--- src/rtl/alu_cmd_queue.sv ---
// Request FIFO and single-outstanding issue controller in front of the alu.
// Results are captured into a valid/ready register; a watchdog abandons ops that never return.
module alu_cmd_queue #(
  parameter int DATA_W  = 32,
  parameter int DEPTH   = 4,
  parameter int TIMEOUT = 255
) (
  input  logic                     clk,
  input  logic                     reset,
  input  logic                     s_valid,
  output logic                     s_ready,
  input  logic [DATA_W-1:0]        s_a,
  input  logic [DATA_W-1:0]        s_b,
  input  logic [1:0]               s_cmd,
  output logic [DATA_W-1:0]        alu_a,
  output logic [DATA_W-1:0]        alu_b,
  output logic [1:0]               alu_cmd,
  input  logic [DATA_W-1:0]        alu_result,
  input  logic                     alu_res_valid,
  input  logic                     alu_ready,
  output logic                     m_valid,
  input  logic                     m_ready,
  output logic [DATA_W-1:0]        m_result,
  output logic [1:0]               m_cmd,
  output logic [$clog2(DEPTH):0]   o_count,
  output logic                     o_timeout
);

  localparam int AW   = $clog2(DEPTH);
  localparam int CW   = AW + 1;
  localparam int WD_W = $clog2(TIMEOUT + 1);
  localparam logic [1:0] OP_NOP = 2'b00;

  typedef enum logic [1:0] {ST_IDLE, ST_ISSUE, ST_WAIT} state_t;

  state_t              state;
  logic [DATA_W-1:0]   mem_a [DEPTH];
  logic [DATA_W-1:0]   mem_b [DEPTH];
  logic [1:0]          mem_cmd [DEPTH];
  logic [AW-1:0]       wr_ptr;
  logic [AW-1:0]       rd_ptr;
  logic [CW-1:0]       count_next;
  logic [1:0]          op_cmd;
  logic [WD_W-1:0]     wd;
  logic                push;
  logic                issue;

  // NOP requests complete the handshake but are never stored
  assign push  = s_valid && s_ready && (s_cmd != OP_NOP);
  assign issue = (state == ST_IDLE) && (o_count != '0) && alu_ready &&
                 (!m_valid || m_ready);

  always_comb begin
    count_next = o_count;
    case ({push, issue})
      2'b10:   count_next = o_count + 1'b1;
      2'b01:   count_next = o_count - 1'b1;
      default: count_next = o_count;
    endcase
  end

  always_ff @(posedge clk) begin
    if (push) begin
      mem_a[wr_ptr]   <= s_a;
      mem_b[wr_ptr]   <= s_b;
      mem_cmd[wr_ptr] <= s_cmd;
    end
  end

  // s_ready is registered so every output reads 0 while reset is held
  always_ff @(posedge clk or negedge reset) begin
    if (!reset) begin
      wr_ptr  <= '0;
      rd_ptr  <= '0;
      o_count <= '0;
      s_ready <= 1'b0;
    end else begin
      if (push)  wr_ptr <= wr_ptr + 1'b1;
      if (issue) rd_ptr <= rd_ptr + 1'b1;
      o_count <= count_next;
      s_ready <= (count_next != CW'(DEPTH));
    end
  end

  always_ff @(posedge clk or negedge reset) begin
    if (!reset) begin
      state     <= ST_IDLE;
      alu_a     <= '0;
      alu_b     <= '0;
      alu_cmd   <= OP_NOP;
      op_cmd    <= OP_NOP;
      wd        <= '0;
      m_valid   <= 1'b0;
      m_result  <= '0;
      m_cmd     <= OP_NOP;
      o_timeout <= 1'b0;
    end else begin
      if (m_valid && m_ready) m_valid <= 1'b0;
      case (state)
        ST_IDLE: begin
          if (issue) begin
            alu_a   <= mem_a[rd_ptr];
            alu_b   <= mem_b[rd_ptr];
            alu_cmd <= mem_cmd[rd_ptr];
            op_cmd  <= mem_cmd[rd_ptr];
            state   <= ST_ISSUE;
          end
        end
        ST_ISSUE: begin
          alu_cmd <= OP_NOP;
          wd      <= '0;
          state   <= ST_WAIT;
        end
        ST_WAIT: begin
          // a result arriving on the last allowed cycle still wins over the watchdog
          if (alu_res_valid) begin
            m_result <= alu_result;
            m_cmd    <= op_cmd;
            m_valid  <= 1'b1;
            state    <= ST_IDLE;
          end else if (wd == WD_W'(TIMEOUT - 1)) begin
            o_timeout <= 1'b1;
            state     <= ST_IDLE;
          end else begin
            wd <= wd + 1'b1;
          end
        end
        default: state <= ST_IDLE;
      endcase
    end
  end

endmodule

--- config.mk ---
export PLATFORM = sky130hd
export DESIGN_NAME = alu_cmd_queue
export DESIGN_NICKNAME = d
export VERILOG_FILES = /design/src/rtl/alu_cmd_queue.sv
export SDC_FILE = /design/constraint.sdc
export NUM_CORES = 1
export LEC_CHECK = 0
export CAP_MARGIN = 20
export CORE_ASPECT_RATIO = 1.1
export CORE_MARGIN = 2
export CORE_UTILIZATION = 54
export CTS_CLUSTER_DIAMETER = 200
export DETAILED_ROUTE_END_ITERATION = 8
export HOLD_SLACK_MARGIN = 0.12
export PLACE_DENSITY_LB_ADDON = 0.12
export SYNTH_ARGS = -nofsm -noshare
export SYNTH_HDL_FRONTEND = slang
export SYNTH_SLANG_ARGS = --single-unit
--- constraint.sdc ---
create_clock -name clk -period 3.87 [get_ports clk]
set_clock_uncertainty 0.2 [all_clocks]
set_input_delay 0.5805 -clock clk [delete_from_list [all_inputs] [get_ports clk]]
set_output_delay 0.5805 -clock clk [all_outputs]
set_load 0.02 [all_outputs]
* After elaboration in Yosys (flattened, before gate mapping)
Memories as Yosys holds them, arrays and structs flattened. A register that Yosys moved wholly into a read port is not among the register bits. Index checks and enable logic that the tools add are counted.
Word-level totals: output and inout bits 106, input bits 104, logic and storage cells 67, memories 3, register bits after elaboration 58, bits in writable memories 264
Memory list:
- mem_a | depth 4, bits a word 32, rd ports 1, clocked after Yosys merged registers in 1, wr ports 1, line 37 | logic [DATA_W-1:0] mem_a [DEPTH];
- mem_b | depth 4, bits a word 32, rd ports 1, clocked after Yosys merged registers in 1, wr ports 1, line 38 | logic [DATA_W-1:0] mem_b [DEPTH];
- mem_cmd | depth 4, bits a word 2, rd ports 1, clocked after Yosys merged registers in 0, wr ports 1, line 39 | logic [1:0] mem_cmd [DEPTH];
Operators by class: reductions and logical operators 21, bitwise logic cells 1, equal/unequal tests 10, $add $sub $neg 5, mux-type cells 15
Operator list (number):
- $mux W8 | 2
- $pmux W8 S2 | 1
- $add A8 B1 Y8 const B | 1
- $eq A8 B8 Y1 const B | 1
- $mux W2 | 4
- $reduce_and A2 Y1 | 4
- $logic_and A1 B1 Y1 | 6
- $ne A2 B2 Y1 const B | 3
- $ne A3 B3 Y1 const B | 2
- $pmux W2 S3 | 1
- $pmux W3 S2 | 1
- $reduce_and A3 Y1 | 2
- $reduce_bool A2 Y1 | 3
- $mux W1 | 5
- $add A2 B1 Y2 const B | 2
- $eq A2 B1 Y1 const B | 2
- $eq A2 B2 Y1 const B | 2
- $pmux W2 S2 | 1
- $add A3 B1 Y3 const B | 1
- $logic_not A1 Y1 | 3
- $reduce_bool A3 Y1 | 1
- $sub A3 B1 Y3 const B | 1
- $logic_not A2 Y1 | 1
- $logic_or A1 B1 Y1 | 1
- $not A1 Y1 | 1

* Longest topological paths before layout
depth after elaboration 7, gate-level depth with buffers 11, mapped depth without buffers 10

* Least setup slack after synthesis
Ideal clock, no wire load.
path kind input to register, start point input port s_cmd[1], end point memory mem_a[0][0], enable pin, setup time 0.431 ns, path slack 0.827 ns, required time 3.239 ns, arrival time 2.412 ns, cell stages on the path 2, buffers on the path 0, cell sequence o211a_1 > and2_1
Between the ends: longest elaborated chain between the ends 4
RTL lines:
- from (decl) | line 14 | input logic [1:0] s_cmd,
- $reduce_bool A2 Y1 | line 49 | assign push = s_valid && s_ready && (s_cmd != OP_NOP);
- $logic_and A1 B1 Y1 | line 49
- $mux W1 | line 63 | if (push) begin
- $mux W1 (not written as such) | line 64 | mem_a[wr_ptr] <= s_a;
- to (decl) | line 37
Every way passes these cells.

* Worst setup path in the final report
start point input port s_cmd[1], end point register s_ready
Between the ends: longest elaborated chain between the ends 5, elaborated cells on any way between the ends 6, classes of those cells 3 x eq/ne; 1 x mux; 2 x reduce/logical
RTL lines:
- $reduce_bool A2 Y1 * | line 49
- $logic_and A1 B1 Y1 * | line 49
- $eq A2 B1 Y1 / $eq A2 B2 Y1 (equally long branches) | line 55 | case ({push, issue})
- $pmux W3 S2 * | line 55
- via count_next[2] | line 42 | logic [CW-1:0] count_next;
- $ne A3 B3 Y1 * | line 81 | s_ready <= (count_next != CW'(DEPTH));
- to (signal assigned) | line 81
- to (decl) | line 11 | output logic s_ready,
Mark *: on every way through the listed nets, which the timed path passes. The rest lies on a longest branch. A chain may end at the register's enable or synchronous reset.

==> out/summary.txt <==
Vert. Die Dim: 175 microns
Least-Margin Pin Slew: 0.974 ns
Util after Layout: 69.5%
Final hold violation count: 0
Antenna viol nets, final: 0
FF-to-FF path depth: 10
R2R Path Start: state[1]
Max-Cap Viols: 0
Hold buffers post-CTS: 1
Die Width: 160 microns
P per Cell Area: 778 mW/mm^2
CP Max Fanout: 8
EDFF count, synth: 264
Peak supply drop: 0.000432 V
I/O Pins: 210
Resized Gates After CTS: 0
Hold Crit Depth: 1
Main synth FF type: edfxtp_1
Share of cells above drive strength 1: 17.4%
Root buffer cell: clkbuf_16
Slew HR: 35.0%
CTS tree: done
CP Data Required Time: 4.06 ns
CP startpoint kind: input port
Share of Yosys cell area claimed by the top area cell type: 55.1%
Yosys warns: 0
Final Critical Period: 2.51 ns
DRT iter0 DRCs: 528
Final setup margin: 1.36 ns
Synth Cell Area: 0.0144 sq mm
RD Place Congestion: 0.750
Full die area: 0.0279 sq mm
RSZ-0062 raised after global routing: no
Flops & latches, synth: 386
Worst EP arrival: 2.70 ns
Final cycle utilization of the critical path: 64.8%
Final nets: 1143
Row count: 62
Initial core utilization: 55.0%
DP Worst Slack: 0.854 ns
Synth cell count leaders: 264 x edfxtp_1, 213 x nand2_1, 122 x dfrtp_1
Flop-to-flop setup slack: 1.46 ns
CTS Sinks: 386
Setup TNS: 0 ns
Count of different cell masters after synthesis: 38
GRT Residual Overflow: 0
Max clock buf depth: 3
Synth top area cells: edfxtp_1 55%, dfrtp_1 21%, mux4_2 10%
Setup bufs post-CTS: 0
Wire length per cell: 19.3 microns
CTS Buf Count: 39
Routed WL: 27300 microns
N_diodes: 0
GRT Util Overall: 20.1%
Mapped Nets: 910
Iteration count of the initial detailed-routing pass: 4
Sequential area share after synthesis: 76.4%
Count leader, synth: edfxtp_1
Htree depth: 2
Crit. End Element: flop
Via density: 5.31
Antenna violations before repair: 0
Core box area: 0.0261 sq mm
Critical R2R Capture: s_ready
Layout area overhead: 26.3%
Setup CP Type: input port to flop
Global-route wire length before repair: 43400 microns
Async S/R FF share, synth: 31.6%
Mapped Avg Cell Area: 18.0 sq um
Fmax: 0.399 GHz
Setup violations, final: 0
Cell taking the most area after synthesis: edfxtp_1
Synth Instances: 798
Fin. max-slew vios: 0
Drt drc: 0
Skew-Pair Late Insertion Delay: 0.52 ns
Vias in the first global route: 7958
Port bufs: 209
Clock slew at reported path FFs: 0.06 ns
Hold EP: o_timeout
Vias: 7502
Hold Crit Start: o_timeout
Status: finished clean
Final HPWL DP: 17000 microns
Leakage: 6.85 nW
Pin count of the biggest net entering global routing: 71
Hold Crit Class: flop to flop
-- through the flow --
| stage | cell area (sq um) | cells | hold WS, ns | power, W |
|---|---|---|---|---|
| after floorplan | 14400 | 798 | 0.0849 | 0.00881 |
| after global placement | 16900 | 1341 | 0.240 | 0.0106 |
| after detailed placement | 16900 | 1341 | 0.246 | 0.0106 |
| after CTS | 18200 | 1414 | 0.257 | 0.0143 |
| after global routing | 18200 | 1414 | 0.286 | 0.0149 |
| final | 18200 | 1414 | 0.252 | 0.0141 |
-- cell families after synthesis --
kind of cell,after synthesis,synth area share [%]
DFF,386,76.4
and+or+nand+nor,235,6.57
muxes,104,13.3
buffers and inverters,43,1.86
AOI/OAI and AO/OA,16,0.801
adders and majority gates,8,0.748
xor gates and xnor gates,6,0.366
-- report_power, final --
part	switching, W	leakage (nW)	internal, W	total, W
Sequential	0.000629	3.91	0.00545	0.00608
Clock	0.00147	0.622	0.00219	0.00366
Combinational	0.00220	2.32	0.00219	0.00439
Total	0.00430	6.85	0.00983	0.0141
-- critical path: stages --
cell and delay, ns:
clkdlybuf4s50_1 0.49, o211a_1 0.36, inv_1 0.09, ha_1 0.19, inv_1 0.06, fa_1 0.38, xor2_1 0.15, nor2_1 0.13
xor2_1 0.19, nand2_1 0.07
-- registers in the layout, summed over array words and instances (netlist names) --
name and cells:
m_cmd 2, wr_ptr 2, alu_b 32, alu_cmd 2, op_cmd 2, rd_ptr 2
alu_a 32, mem_b 128, o_count 3, wd 8, o_timeout 1, m_valid 1
s_ready 1, m_result 32, mem_cmd 8, mem_a 128, state 2
-- placed cells by master, fill, tap and decap left out, types with 2 or more instances in the layout --
| cell type | n |
|---|---|
| o21ai_0 | 2 |
| clkinv_1 | 3 |
| clkbuf_1 | 11 |
| mux4_2 | 66 |
| nand3_1 | 3 |
| mux2_2 | 34 |
| bufinv_16 | 3 |
| nor3_1 | 2 |
| nor2_1 | 5 |
| inv_1 | 10 |
| clkbuf_16 | 39 |
| clkdlybuf4s50_1 | 208 |
| o31ai_1 | 2 |
| clkinv_2 | 5 |
| dfrtp_4 | 2 |
| clkbuf_8 | 6 |
| ha_1 | 7 |
| o211ai_1 | 2 |
| xnor2_1 | 4 |
| inv_6 | 4 |
| and2_4 | 4 |
| o311ai_1 | 2 |
| dfrtp_1 | 120 |
| nand2_1 | 213 |
| buf_4 | 9 |
| xor2_1 | 2 |
| buf_12 | 5 |
| mux2i_1 | 4 |
| a21oi_1 | 4 |
| edfxtp_1 | 264 |
-- worst max path at each step --
stage / startpoint / to / depth (start not counted)
2_1_floorplan: s_cmd[1] / mem_a[0][0] / 2
3_3_place_gp: s_cmd[1] / s_ready / 10
3_5_place_dp: s_cmd[1] / s_ready / 10
4_1_cts: s_cmd[0] / s_ready / 10
5_1_grt: s_cmd[0] / s_ready / 10
6_report: s_cmd[1] / s_ready / 10
-- layout make-up --
class / count / area [sq um]
multi-input cells: 369 / 3150
fillers: 1758 / 7990
flip-flops and latches: 386 / 11000
clock inverters: 16 / 169
well taps: 352 / 440
repair buffers: 224 / 2270
inverters: 11 / 41.3
clock buffers: 56 / 1100
-- routing by layer --
layer  vias up  global-route usage, %  wire length [microns]
met5         -                      0                      0
met4         0                   5.19                    562
met3        40                   4.27                   1790
met2       259                   34.1                  13800
met1      3783                   26.8                  11100
li1       3420                      -                      -
(Power assumes the default switching activity.)
